### src/rtl/usbf_utmi_rx_decoder_if.sv
// UTMI receive stream plus the decoded packet events it produces.
// Latency: none (signal bundle only).
// Backpressure: none; UTMI receive is a push stream and the decoder outputs are strobes.
//
// master : upstream/bench side; drives the UTMI receive signals, observes the decode.
// slave  : the decoder; consumes the UTMI receive signals, drives the decode outputs.
interface usbf_utmi_rx_decoder_if;
    // UTMI receive side
    logic [7:0]  utmi_data_in_i;
    logic        utmi_rxvalid_i;
    logic        utmi_rxactive_i;
    logic        utmi_rxerror_i;
    // decoded packet side
    logic [3:0]  rx_pid_o;
    logic        rx_token_valid_o;
    logic [6:0]  rx_token_addr_o;
    logic [3:0]  rx_token_ep_o;
    logic [10:0] rx_frame_o;
    logic [7:0]  rx_data_o;
    logic        rx_data_valid_o;
    logic        rx_data_start_o;
    logic        rx_done_o;
    logic        rx_crc_err_o;
    logic        rx_err_o;

    modport master (
        output utmi_data_in_i, utmi_rxvalid_i, utmi_rxactive_i, utmi_rxerror_i,
        input  rx_pid_o, rx_token_valid_o, rx_token_addr_o, rx_token_ep_o, rx_frame_o,
               rx_data_o, rx_data_valid_o, rx_data_start_o, rx_done_o, rx_crc_err_o, rx_err_o
    );

    modport slave (
        input  utmi_data_in_i, utmi_rxvalid_i, utmi_rxactive_i, utmi_rxerror_i,
        output rx_pid_o, rx_token_valid_o, rx_token_addr_o, rx_token_ep_o, rx_frame_o,
               rx_data_o, rx_data_valid_o, rx_data_start_o, rx_done_o, rx_crc_err_o, rx_err_o
    );
endinterface

### src/rtl/usbf_utmi_rx_decoder.sv
// USB receive packet decoder: PID check, token/CRC5, data/CRC16 strip+check, handshakes.
// Latency: payload byte n emitted the cycle after byte n+2 arrives; end-of-packet events 1 cycle after rxactive falls.
// Backpressure: none; the UTMI stream cannot be stalled, so every output is a single-cycle strobe.
//
// Ports:
//   ulpi_clk60_i  60 MHz PHY clock
//   ulpi_rstn_i   asynchronous active-low reset
//   utmi          receive stream in, decoded PID/token/frame/payload/done/error strobes out
module usbf_utmi_rx_decoder #(
    parameter int MAX_PKT_BYTES = 1024
) (
    input  logic                    ulpi_clk60_i,
    input  logic                    ulpi_rstn_i,
    usbf_utmi_rx_decoder_if.slave   utmi
);

    // Byte counter must reach MAX_PKT_BYTES + 2 (payload plus CRC) and still compare.
    localparam int CW = $clog2(MAX_PKT_BYTES + 3) + 1;
    localparam logic [CW-1:0] CNT_BABBLE = CW'(MAX_PKT_BYTES + 2);

    localparam logic [2:0] ST_IDLE     = 3'd0;
    localparam logic [2:0] ST_PID      = 3'd1;
    localparam logic [2:0] ST_TOKEN    = 3'd2;
    localparam logic [2:0] ST_DATA     = 3'd3;
    localparam logic [2:0] ST_WAIT_END = 3'd4;

    localparam logic [4:0]  CRC5_RESIDUAL  = 5'b01100;
    localparam logic [15:0] CRC16_RESIDUAL = 16'h800D;

    // Serial CRC update, data LSB first as on the wire.
    function automatic logic [4:0] crc5_byte(input logic [4:0] c, input logic [7:0] d);
        logic [4:0] r;
        r = c;
        for (int i = 0; i < 8; i++) begin
            r = {r[3:0], 1'b0} ^ ((d[i] ^ r[4]) ? 5'h05 : 5'h00);
        end
        return r;
    endfunction

    function automatic logic [15:0] crc16_byte(input logic [15:0] c, input logic [7:0] d);
        logic [15:0] r;
        r = c;
        for (int i = 0; i < 8; i++) begin
            r = {r[14:0], 1'b0} ^ ((d[i] ^ r[15]) ? 16'h8005 : 16'h0000);
        end
        return r;
    endfunction

    logic [2:0]     state_q;
    logic           first_q;        // high only on the first cycle after reset release
    logic [3:0]     pid_q;
    logic [10:0]    tok_sr_q;       // token payload bits; the CRC5 bits are only checked via the residual
    logic [1:0]     tok_cnt_q;      // saturates at 3 so "too many bytes" is still visible
    logic [4:0]     crc5_q;
    logic [15:0]    crc16_q;
    logic [CW-1:0]  cnt_q;          // bytes received after a DATAx PID
    logic [7:0]     dly0_q;         // most recent byte
    logic [7:0]     dly1_q;         // byte before that; emitted once a third byte proves it is payload
    logic           pend_done_q;    // WAIT_END owes a done strobe at end of packet
    logic           pend_crc_err_q;

    logic           token_valid_q;
    logic [6:0]     token_addr_q;
    logic [3:0]     token_ep_q;
    logic [10:0]    frame_q;
    logic [7:0]     data_q;
    logic           data_valid_q;
    logic           data_start_q;
    logic           done_q;
    logic           crc_err_q;
    logic           err_q;

    logic           rxactive;
    logic           rxerror;
    logic           rxvalid;
    logic [7:0]     rx_byte;

    assign rxactive = utmi.utmi_rxactive_i;
    assign rxerror  = utmi.utmi_rxerror_i;
    assign rxvalid  = utmi.utmi_rxvalid_i & utmi.utmi_rxactive_i;
    assign rx_byte  = utmi.utmi_data_in_i;

    always_ff @(posedge ulpi_clk60_i or negedge ulpi_rstn_i) begin
        if (!ulpi_rstn_i) begin
            state_q        <= ST_IDLE;
            first_q        <= 1'b1;
            pid_q          <= 4'h0;
            tok_sr_q       <= 11'h000;
            tok_cnt_q      <= 2'd0;
            crc5_q         <= 5'h00;
            crc16_q        <= 16'h0000;
            cnt_q          <= '0;
            dly0_q         <= 8'h00;
            dly1_q         <= 8'h00;
            pend_done_q    <= 1'b0;
            pend_crc_err_q <= 1'b0;
            token_valid_q  <= 1'b0;
            token_addr_q   <= 7'h00;
            token_ep_q     <= 4'h0;
            frame_q        <= 11'h000;
            data_q         <= 8'h00;
            data_valid_q   <= 1'b0;
            data_start_q   <= 1'b0;
            done_q         <= 1'b0;
            crc_err_q      <= 1'b0;
            err_q          <= 1'b0;
        end else begin
            first_q       <= 1'b0;
            token_valid_q <= 1'b0;
            data_valid_q  <= 1'b0;
            data_start_q  <= 1'b0;
            done_q        <= 1'b0;
            crc_err_q     <= 1'b0;
            err_q         <= 1'b0;

            // rxactive low is checked first in every busy state: a byte
            // coincident with the fall is dropped by the rxvalid qualifier.
            case (state_q)
                ST_IDLE: begin
                    pend_done_q <= 1'b0;
                    if (rxactive) begin
                        // Reset released mid-packet: the rest of that packet is junk.
                        state_q <= first_q ? ST_WAIT_END : ST_PID;
                    end
                end

                ST_PID: begin
                    if (!rxactive) begin
                        err_q   <= 1'b1;    // packet ended with no PID
                        state_q <= ST_IDLE;
                    end else if (rxerror) begin
                        err_q   <= 1'b1;
                        state_q <= ST_WAIT_END;
                    end else if (rxvalid) begin
                        pid_q <= rx_byte[3:0];
                        if (rx_byte[7:4] != ~rx_byte[3:0]) begin
                            err_q   <= 1'b1;
                            state_q <= ST_WAIT_END;
                        end else begin
                            case (rx_byte[3:0])
                                4'h1, 4'h9, 4'hD, 4'h5: begin   // OUT, IN, SETUP, SOF
                                    tok_cnt_q <= 2'd0;
                                    tok_sr_q  <= 11'h000;
                                    crc5_q    <= 5'h1F;
                                    state_q   <= ST_TOKEN;
                                end
                                4'h3, 4'hB, 4'h7, 4'hF: begin   // DATA0, DATA1, DATA2, MDATA
                                    data_start_q <= 1'b1;
                                    crc16_q      <= 16'hFFFF;
                                    cnt_q        <= '0;
                                    state_q      <= ST_DATA;
                                end
                                4'h2, 4'hA, 4'hE, 4'h6: begin   // ACK, NAK, STALL, NYET
                                    pend_done_q    <= 1'b1;
                                    pend_crc_err_q <= 1'b0;
                                    state_q        <= ST_WAIT_END;
                                end
                                default: begin                  // PRE/SPLIT/PING/reserved
                                    err_q   <= 1'b1;
                                    state_q <= ST_WAIT_END;
                                end
                            endcase
                        end
                    end
                end

                ST_TOKEN: begin
                    if (!rxactive) begin
                        state_q <= ST_IDLE;
                        if (tok_cnt_q == 2'd2 && crc5_q == CRC5_RESIDUAL) begin
                            token_valid_q <= 1'b1;
                            if (pid_q == 4'h5) begin
                                frame_q <= tok_sr_q;
                            end else begin
                                token_addr_q <= tok_sr_q[6:0];
                                token_ep_q   <= tok_sr_q[10:7];
                            end
                        end else begin
                            err_q <= 1'b1;
                        end
                    end else if (rxerror) begin
                        err_q   <= 1'b1;
                        state_q <= ST_WAIT_END;
                    end else if (rxvalid) begin
                        crc5_q <= crc5_byte(crc5_q, rx_byte);
                        if (tok_cnt_q == 2'd0) begin
                            tok_sr_q[7:0] <= rx_byte;
                        end else if (tok_cnt_q == 2'd1) begin
                            tok_sr_q[10:8] <= rx_byte[2:0];
                        end
                        if (tok_cnt_q != 2'd3) begin
                            tok_cnt_q <= tok_cnt_q + 2'd1;
                        end
                    end
                end

                ST_DATA: begin
                    if (!rxactive) begin
                        done_q    <= 1'b1;
                        crc_err_q <= (crc16_q != CRC16_RESIDUAL) || (cnt_q < CW'(2));
                        err_q     <= (cnt_q < CW'(2));
                        state_q   <= ST_IDLE;
                    end else if (rxerror) begin
                        err_q          <= 1'b1;
                        pend_done_q    <= 1'b1;
                        pend_crc_err_q <= 1'b1;
                        state_q        <= ST_WAIT_END;
                    end else if (rxvalid) begin
                        if (cnt_q == CNT_BABBLE) begin
                            // Payload would exceed MAX_PKT_BYTES: stop emitting.
                            err_q   <= 1'b1;
                            state_q <= ST_WAIT_END;
                        end else begin
                            crc16_q <= crc16_byte(crc16_q, rx_byte);
                            dly0_q  <= rx_byte;
                            dly1_q  <= dly0_q;
                            cnt_q   <= cnt_q + CW'(1);
                            if (cnt_q >= CW'(2)) begin
                                data_q       <= dly1_q;
                                data_valid_q <= 1'b1;
                            end
                        end
                    end
                end

                ST_WAIT_END: begin
                    if (!rxactive) begin
                        if (pend_done_q) begin
                            done_q    <= 1'b1;
                            crc_err_q <= pend_crc_err_q;
                        end
                        pend_done_q <= 1'b0;
                        state_q     <= ST_IDLE;
                    end
                end

                default: begin
                    state_q <= ST_IDLE;
                end
            endcase
        end
    end

    assign utmi.rx_pid_o         = pid_q;
    assign utmi.rx_token_valid_o = token_valid_q;
    assign utmi.rx_token_addr_o  = token_addr_q;
    assign utmi.rx_token_ep_o    = token_ep_q;
    assign utmi.rx_frame_o       = frame_q;
    assign utmi.rx_data_o        = data_q;
    assign utmi.rx_data_valid_o  = data_valid_q;
    assign utmi.rx_data_start_o  = data_start_q;
    assign utmi.rx_done_o        = done_q;
    assign utmi.rx_crc_err_o     = crc_err_q;
    assign utmi.rx_err_o         = err_q;

endmodule

### src/flat_wrapper.sv
// flat-port wrapper written by rule: the top's interface ports become plain ports
module usbf_utmi_rx_decoder_flat 
#(
    parameter int MAX_PKT_BYTES = 1024
)
  (ulpi_clk60_i, ulpi_rstn_i, utmi_utmi_data_in_i, utmi_utmi_rxvalid_i, utmi_utmi_rxactive_i, utmi_utmi_rxerror_i, utmi_rx_pid_o, utmi_rx_token_valid_o, utmi_rx_token_addr_o, utmi_rx_token_ep_o, utmi_rx_frame_o, utmi_rx_data_o, utmi_rx_data_valid_o, utmi_rx_data_start_o, utmi_rx_done_o, utmi_rx_crc_err_o, utmi_rx_err_o);
  usbf_utmi_rx_decoder_if utmi_i ();
  input  logic ulpi_clk60_i;
  input  logic ulpi_rstn_i;
  input wire logic [$bits(utmi_i.utmi_data_in_i)-1:0] utmi_utmi_data_in_i;
  input wire logic [$bits(utmi_i.utmi_rxvalid_i)-1:0] utmi_utmi_rxvalid_i;
  input wire logic [$bits(utmi_i.utmi_rxactive_i)-1:0] utmi_utmi_rxactive_i;
  input wire logic [$bits(utmi_i.utmi_rxerror_i)-1:0] utmi_utmi_rxerror_i;
  output wire logic [$bits(utmi_i.rx_pid_o)-1:0] utmi_rx_pid_o;
  output wire logic [$bits(utmi_i.rx_token_valid_o)-1:0] utmi_rx_token_valid_o;
  output wire logic [$bits(utmi_i.rx_token_addr_o)-1:0] utmi_rx_token_addr_o;
  output wire logic [$bits(utmi_i.rx_token_ep_o)-1:0] utmi_rx_token_ep_o;
  output wire logic [$bits(utmi_i.rx_frame_o)-1:0] utmi_rx_frame_o;
  output wire logic [$bits(utmi_i.rx_data_o)-1:0] utmi_rx_data_o;
  output wire logic [$bits(utmi_i.rx_data_valid_o)-1:0] utmi_rx_data_valid_o;
  output wire logic [$bits(utmi_i.rx_data_start_o)-1:0] utmi_rx_data_start_o;
  output wire logic [$bits(utmi_i.rx_done_o)-1:0] utmi_rx_done_o;
  output wire logic [$bits(utmi_i.rx_crc_err_o)-1:0] utmi_rx_crc_err_o;
  output wire logic [$bits(utmi_i.rx_err_o)-1:0] utmi_rx_err_o;
  assign utmi_i.utmi_data_in_i = utmi_utmi_data_in_i;
  assign utmi_i.utmi_rxvalid_i = utmi_utmi_rxvalid_i;
  assign utmi_i.utmi_rxactive_i = utmi_utmi_rxactive_i;
  assign utmi_i.utmi_rxerror_i = utmi_utmi_rxerror_i;
  assign utmi_rx_pid_o = utmi_i.rx_pid_o;
  assign utmi_rx_token_valid_o = utmi_i.rx_token_valid_o;
  assign utmi_rx_token_addr_o = utmi_i.rx_token_addr_o;
  assign utmi_rx_token_ep_o = utmi_i.rx_token_ep_o;
  assign utmi_rx_frame_o = utmi_i.rx_frame_o;
  assign utmi_rx_data_o = utmi_i.rx_data_o;
  assign utmi_rx_data_valid_o = utmi_i.rx_data_valid_o;
  assign utmi_rx_data_start_o = utmi_i.rx_data_start_o;
  assign utmi_rx_done_o = utmi_i.rx_done_o;
  assign utmi_rx_crc_err_o = utmi_i.rx_crc_err_o;
  assign utmi_rx_err_o = utmi_i.rx_err_o;
  usbf_utmi_rx_decoder #(.MAX_PKT_BYTES(MAX_PKT_BYTES)) u_core (.ulpi_clk60_i(ulpi_clk60_i), .ulpi_rstn_i(ulpi_rstn_i), .utmi(utmi_i));
endmodule
### config.mk
export PLATFORM = sky130hd
export DESIGN_NAME = usbf_utmi_rx_decoder_flat
export DESIGN_NICKNAME = d
export VERILOG_FILES = /design/src/rtl/usbf_utmi_rx_decoder_if.sv /design/src/rtl/usbf_utmi_rx_decoder.sv /design/src/flat_wrapper.sv
export SDC_FILE = /design/constraint.sdc
export NUM_CORES = 1
export LEC_CHECK = 0
export ABC_AREA = 1
export CORE_MARGIN = 5
export CORE_UTILIZATION = 29
export CTS_CLUSTER_SIZE = 16
export DETAILED_ROUTE_END_ITERATION = 7
export GPL_ROUTABILITY_DRIVEN = 0
export PLACE_DENSITY = 0.45
export SLEW_MARGIN = 20
export SYNTH_ARGS = -nofsm -noshare
export SYNTH_HDL_FRONTEND = slang
export SYNTH_SLANG_ARGS = --single-unit
export TNS_END_PERCENT = 50
### constraint.sdc
create_clock -name ulpi_clk60_i -period 2.4 [get_ports ulpi_clk60_i]
set_clock_uncertainty 0.05 [all_clocks]
set_input_delay 0.6 -clock ulpi_clk60_i [delete_from_list [all_inputs] [get_ports ulpi_clk60_i]]
set_output_delay 0.6 -clock ulpi_clk60_i [all_outputs]
set_load 0.02 [all_outputs]
==> impl_metrics.env, run 1 <==
export IMPL_hold_buffers=0
export IMPL_hold_class="input pin to async pin"
export IMPL_wl_per_cell_um=14.02
export IMPL_async_reset_ff_share_pct=100.0
export IMPL_layout_nets=762
export IMPL_initialDrtViolationCount=263
export IMPL_hpwl_mm=10.30
export IMPL_grt_first_pass_wirelength_mm=23.08
export IMPL_diodes=0
export IMPL_synth_edf_count=0
export IMPL_cts_buffer_depth=2
export IMPL_synth_xor_area_share_pct=4.122
export IMPL_drc=0
export IMPL_start_kind="input pin"
export IMPL_grt_use_total_pct=13.07
export IMPL_ys_flop_type="dfrtp_1"
export IMPL_drive_gt1_share_pct=21.52
export IMPL_grt_pass1_vias=4613
export IMPL_yosys_area_top_type="dfrtp_1"
export IMPL_synthTopCellsByArea="dfrtp_1 50%, nand2_1 11%, inv_1 5.4%"
export IMPL_die_h_um=145.4
export IMPL_synth_seq_cells=108
export IMPL_cts_num_sinks=108
export IMPL_cts_buffers=9
export IMPL_synthesis_area_um2=5313
export IMPL_rows=49
export IMPL_antenna_left=0
export IMPL_total_power_mw=6.854
export IMPL_fin_hold_ws_ps=110.8
export IMPL_fin_crit_ps=2252
export IMPL_worstSetupStartpoint="utmi_utmi_data_in_i[6]"
export IMPL_rsz0062_at_grt="no"
export IMPL_crit_required_ps=2640
export IMPL_viasPerCell=4.625
export IMPL_antenna_found_initial=0
export IMPL_synth_fa_ha_area_share_pct=1.413
export IMPL_synthMuxAreaShare_pct=1.696
export IMPL_syn_num_nets=637
export IMPL_synth_simple_area_share_pct=21.15
export IMPL_coreArea_um2=18020
export IMPL_seq_area_frac_synth_pct=50.89
export IMPL_max_cap_violations=0
export IMPL_rr_worst_depth=12
export IMPL_yosysTopAreaCellShare_pct=50.40
export IMPL_final_cell_mix="142 x nand2_1, 107 x dfrtp_1, 77 x inv_1"
export IMPL_worstSkewPairLatency_ps=350
export IMPL_p_per_area_nw_per_um2=963.8
export IMPL_routed_wl_mm=13.70
export IMPL_synth_top_family_by_area="simple AND/OR/NAND/NOR gates"
export IMPL_cts_max_level=3
export IMPL_clock_root_buffer="clkbuf_16"
export IMPL_p_leak_nw=3.391
export IMPL_status="finished clean"
export IMPL_initial_utilization_pct=29.47
export IMPL_grt_max_degree=60
export IMPL_cp_end_kind="register"
export IMPL_timing_fmax_mhz=444.0
export IMPL_synth_compound_area_share_pct=12.65
export IMPL_setup_tns_final_ps=0
export IMPL_ir_drop_v=0.0004297
export IMPL_die_area_um2=21130
export IMPL_worstPathMaxFanout=4
export IMPL_setup_violations=0
export IMPL_slew_viol_final=0
export IMPL_dr_total_vias=4519
export IMPL_nFillCells=1846
export IMPL_syn_avg_cell_area_um2=8.596
export IMPL_rrSetupSlack_ps=240
export IMPL_worstSetupPathType="input pin to register"
export IMPL_drt_first_pass_iters=4
export IMPL_numPortBuffers=52
export IMPL_ios=53
export IMPL_cts_tree="done"
export IMPL_synth_distinct_cells=46
export IMPL_hold_viol=0
export IMPL_final_common_cell="nand2_1"
export IMPL_r2r_start="u_core.cnt_q[0]"
export IMPL_syn2layout_area_growth_pct=33.87
export IMPL_syn_inst=618
export IMPL_final_min_period_over_clock_period_pct=93.85
export IMPL_clk_pin_slew_ps=70
export IMPL_ys_warn_count=0
export IMPL_grt_ovfl_total=0
export IMPL_die_x_um=145.4
export IMPL_arrival_ps=2490
synthesized netlist by cell type (7+ instances only):
master / n
inv_2: 8
xor2_1: 16
inv_1: 77
nand3_1: 21
a21oi_1: 20
o21ai_0: 52
mux2_2: 8
nor3_1: 13
dfrtp_1: 107
o31ai_1: 8
clkbuf_1: 8
nor2_1: 32
xnor2_1: 9
nand2_1: 155
nand2_2: 7
layer usage:
metal | GRT usage [%] | wire (µm) | up-vias
met5 | 0 | 0 | -
met4 | 4.104 | 188 | 0
met3 | 2.118 | 494 | 13
met2 | 21.31 | 6417 | 76
met1 | 17.86 | 6596 | 2167
li1 | - | - | 2263
path summary, 6_finish.rpt:
path | end
max | u_core.cnt_q[10]
min | u_core.utmi.rx_frame_o[8]
max reg2reg | u_core.crc16_q[0]
min reg2reg | u_core.dly1_q[6]
max in group asynchronous | u_core.cnt_q[2]
min in group ulpi_clk60_i | u_core.dly1_q[6]
stage by stage:
| step | instances | setup slack, ps | util [%] | instance area [µm²] |
|---|---|---|---|---|
| 4_1_cts | 974 | -13.68 | 38.46 | 6932 |
| 6_report | 977 | 147.5 | 39.46 | 7112 |
| 2_1_floorplan | 618 | 283.9 | - | 5313 |
| 3_3_place_gp | 958 | -413.9 | 36.80 | 6633 |
| 3_5_place_dp | 958 | -381.8 | 36.80 | 6633 |
| 5_1_grt | 977 | 3.530 | 39.46 | 7112 |
registers in the layout, summed over array words and instances, names as in the netlist, 2 cells and up:
name / flops
u_core.utmi.rx_frame_o: 11
u_core.crc5_q: 5
u_core.utmi.rx_token_addr_o: 7
u_core.dly1_q: 8
u_core.dly0_q: 8
u_core.cnt_q: 12
u_core.crc16_q: 16
u_core.state_q: 3
u_core.utmi.rx_token_ep_o: 4
u_core.utmi.rx_pid_o: 4
u_core.utmi.rx_data_o: 8
u_core.tok_sr_q: 11
u_core.tok_cnt_q: 2
repair_timing:
item,in CTS,in global routing
setup endpoints to repair,5,35
buffers inserted,0,3
gates resized for setup,1,41
cloned,0,0
pin swaps,0,16
cell families (layout without fill, tap and decap cells):
group | Yosys count | in the layout
buf+inv | 104 | 234
other cells | 1 | 1
flops | 108 | 108
xor+xnor | 25 | 25
fa+ha+maj | 6 | 6
compound gates | 112 | 112
simple gates | 254 | 254
mux | 8 | 8
worst max-delay path, cell delays in order:
cell and delay (ps):
clkdlybuf4s50_1 570, inv_1 90, nand2_1 80, nand4_2 110
nand2_2 120, nand2_4 70, inv_4 60, nand3_4 90
nor2_4 140, nand2_2 90, nor3_4 190, nand2_1 70
nand2_1 60, nand2_1 40, nor2_1 90
where the power goes:
part	switching (mW)	internal [mW]	total, mW	leakage (nW)
combinational	1.61	1.18	2.79	1.88
clock	0.695	0.813	1.51	0.138
sequential	0.321	2.24	2.56	1.38
final cells by class:
type                    count  area (µm²)  area share, %
flip-flops and latches    108        2704          38.02
clock inverters             7       75.07          1.056
repair buffers            130        1162          16.34
inverters                  88       342.8          4.821
clock buffers               9       225.2          3.167
well taps                 229       286.5          4.029
multi-input cells         406        2316          32.57
Power figures use the tool's default switching activity.
==> inputs of run 2 (changes only) <==
- CAP_MARGIN: default -> 20
==> results of run 2 <==
The final DEF is identical to that of run 1; final timing and power are the same.
==> inputs of run 3 (changes only) <==
- CORE_MARGIN: 5 -> default
- DONT_BUFFER_PORTS: default -> 1
- PLACE_DENSITY: 0.45 -> 0.42
==> impl_metrics.env, run 3 (synthesis results as in run 1) <==
export IMPL_numPortBuffers=0
export IMPL_largest_register_ff_count=16
export IMPL_fin_hold_ws_ps=-121.5
export IMPL_worst_slew_pin_slew_ps=516.6
export IMPL_final_common_cell="nand2_1"
export IMPL_wl_met3_um=710
export IMPL_grt_pass1_vias=4010
export IMPL_arrival_ps=2380
export IMPL_die_area_um2=18870
export IMPL_antenna_left=0
export IMPL_hold_viol=107
export IMPL_slowest_stage="dfrtp_1"
export IMPL_layout_nets=641
export IMPL_worstSkewPairLatency_ps=360
export IMPL_drt_first_pass_iters=4
export IMPL_crit_chain="inv_1 -> nand2_1 -> nor2_4 -> nand2_1 -> o22ai_2 -> nand3_2 -> nor2_2 -> nand2_1 -> nor3_2 -> nand2_1 -> nand2_1 -> nand2_1 -> nor2_1"
export IMPL_slew_viol_final=0
export IMPL_violations="negative hold slack"
export IMPL_antenna_found_initial=0
export IMPL_cp_num_buf_inv=1
export IMPL_p_sw_mw=2.417
export IMPL_die_x_um=137.4
export IMPL_viasPerCell=4.685
export IMPL_cts_buffer_depth=2
export IMPL_start_kind="register"
export IMPL_crit_cells=13
export IMPL_rrSetupSlack_ps=260
export IMPL_slew_headroom_pct=65.24
export IMPL_p_leak_nw=2.773
export IMPL_max_cap_violations=0
export IMPL_crit_required_ps=2640
export IMPL_clk_pin_slew_ps=80
export IMPL_power_frac_seq_pct=42.2
export IMPL_drive_gt1_share_pct=10.53
export IMPL_grt_max_degree=109
export IMPL_worstSetupPathType="register to register"
export IMPL_fin_crit_ps=2136
export IMPL_rr_worst_depth=13
export IMPL_worstSetupStartpoint="u_core.state_q[2]"
export IMPL_p_int_mw=3.817
export IMPL_pwr_share_clk_pct=25.5
export IMPL_crit_top_cell="nand2_1"
export IMPL_cts_tree="done"
export IMPL_worstPathMaxFanout=6
export IMPL_regMostFlops="u_core.crc16_q"
export IMPL_status="finished, violations left"
export IMPL_syn2layout_area_growth_pct=11.12
export IMPL_grt_use_total_pct=14.58
export IMPL_rsz0062_at_grt="no"
export IMPL_cts_setup_buffers=0
export IMPL_die_h_um=137.4
export IMPL_drc=0
export IMPL_cts_max_level=3
export IMPL_ios=53
export IMPL_cp_end_kind="register"
export IMPL_grt_ovfl_total=0
export IMPL_initial_utilization_pct=29.57
export IMPL_p_per_area_nw_per_um2=1056
export IMPL_routed_wl_mm=12.72
export IMPL_critPathCapture="u_core.cnt_q[10]"
export IMPL_cts_buffers=9
export IMPL_setup_tns_final_ps=0
export IMPL_rows=49
export IMPL_initialDrtViolationCount=189
export IMPL_coreArea_um2=17960
export IMPL_wl_per_cell_um=14.86
export IMPL_drt_met1_wl_mm=6.023
export IMPL_dr_wl_met2_mm=5.849
export IMPL_combinationalPowerShare_pct=32.3
export IMPL_reg_largest_list="u_core.crc16_q: 16 flops, u_core.cnt_q: 12 flops"
export IMPL_clock_root_buffer="clkbuf_16"
export IMPL_critical_path_max_stage_delay_ps=400
export IMPL_grt_first_pass_wirelength_mm=20.80
export IMPL_diodes=0
export IMPL_nFillCells=1905
export IMPL_setup_violations=0
export IMPL_r2r_start="u_core.state_q[2]"
export IMPL_hold_class="input pin to async pin"
export IMPL_hpwl_mm=9.206
export IMPL_cts_num_sinks=108
export IMPL_swShare_pct=38.78
export IMPL_ir_drop_v=0.0004445
export IMPL_crit_family="simple AND/OR/NAND/NOR gates"
export IMPL_final_cell_mix="155 x nand2_1, 107 x dfrtp_1, 77 x inv_1"
export IMPL_r2r_end="u_core.cnt_q[10]"
export IMPL_timing_fmax_mhz=468.2
export IMPL_final_min_period_over_clock_period_pct=88.99
export IMPL_top_layer="met4"
export IMPL_dr_total_vias=4010
==> run 3: cell count changes in the layout (fill, tap and decap cells not counted), moves of 6 or more <==
cell	change
buf_4	-66
clkdlybuf4s50_1	-44
dlymetal6s2s_1	-6
nand2_1	+13
nand2_2	-10
nand3_1	+7
nand3_2	-6
==> run 3: repair_timing <==
action                                  4_1_cts  5_1_grt
resized for setup                             0        1
endpoints found under the hold margin       107      107
endpoints found under the setup margin        0        1
==> run 3: layer usage <==
| metal | global-route usage [%] | up-vias |
|---|---|---|
| met3 | 4.746 | 11 |
| met2 | 23.68 | 70 |
| li1 | - | 2010 |
| met1 | 18.58 | 1919 |
| met5 | 0 | - |
| met4 | 3.724 | 0 |
==> run 3: stage by stage <==
step                      utilization, %  instances  setup WS (ps)  power [mW]  area [µm²]
after global routing               32.86        856          41.06       6.760        5903
after CTS                          32.84        856          222.1       6.317        5899
after detailed placement           31.07        840          169.3       4.692        5582
final                              32.86        856          264.2       6.234        5903
after global placement             31.07        840          128.9       4.688        5582
after floorplan                        -        618          283.9       4.199        5313
==> run 3: power groups by stage <==
stage,Combinational (mW),Sequential (mW),Clock (mW)
floorplan,1.64,2.56,0
global placement,2.01,2.67,0
detailed placement,2.02,2.67,0
CTS,2.03,2.64,1.64
global route,2.34,2.69,1.73
finish,2.01,2.63,1.59
==> run 3: worst register-to-register path, delay by kind of cell, from the launching register on <==
kind,cells,cell delay [ps]
compound gates,1,210
simple gates,11,1320
buf+inv,1,90
flops,1,400
==> run 3: layout make-up <==
class,count,area (µm²),area share [%]
Sequential cell,108,2704,45.80
Multi-Input combinational cell,406,2183,36.99
Clock buffer,10,239.0,4.048
Clock inverter,6,78.83,1.335
Inverter,88,340.3,5.765
Tap cell,229,286.5,4.854
Timing Repair Buffer,9,71.32,1.208
==> run 3: worst min-delay path by stage <==
stage | start | to | slack, ps | depth (start not counted)
6_report | ulpi_rstn_i | u_core.utmi.rx_token_ep_o[1] | -120 | 0
5_1_grt | ulpi_rstn_i | u_core.utmi.rx_frame_o[9] | -150 | 0
4_1_cts | ulpi_rstn_i | u_core.utmi.rx_token_ep_o[1] | -140 | 0
3_5_place_dp | ulpi_rstn_i | u_core.utmi.rx_token_ep_o[1] | 260 | 0
3_3_place_gp | ulpi_rstn_i | u_core.utmi.rx_token_ep_o[1] | 260 | 0
2_1_floorplan | ulpi_rstn_i | u_core.cnt_q[0] | 250 | 0
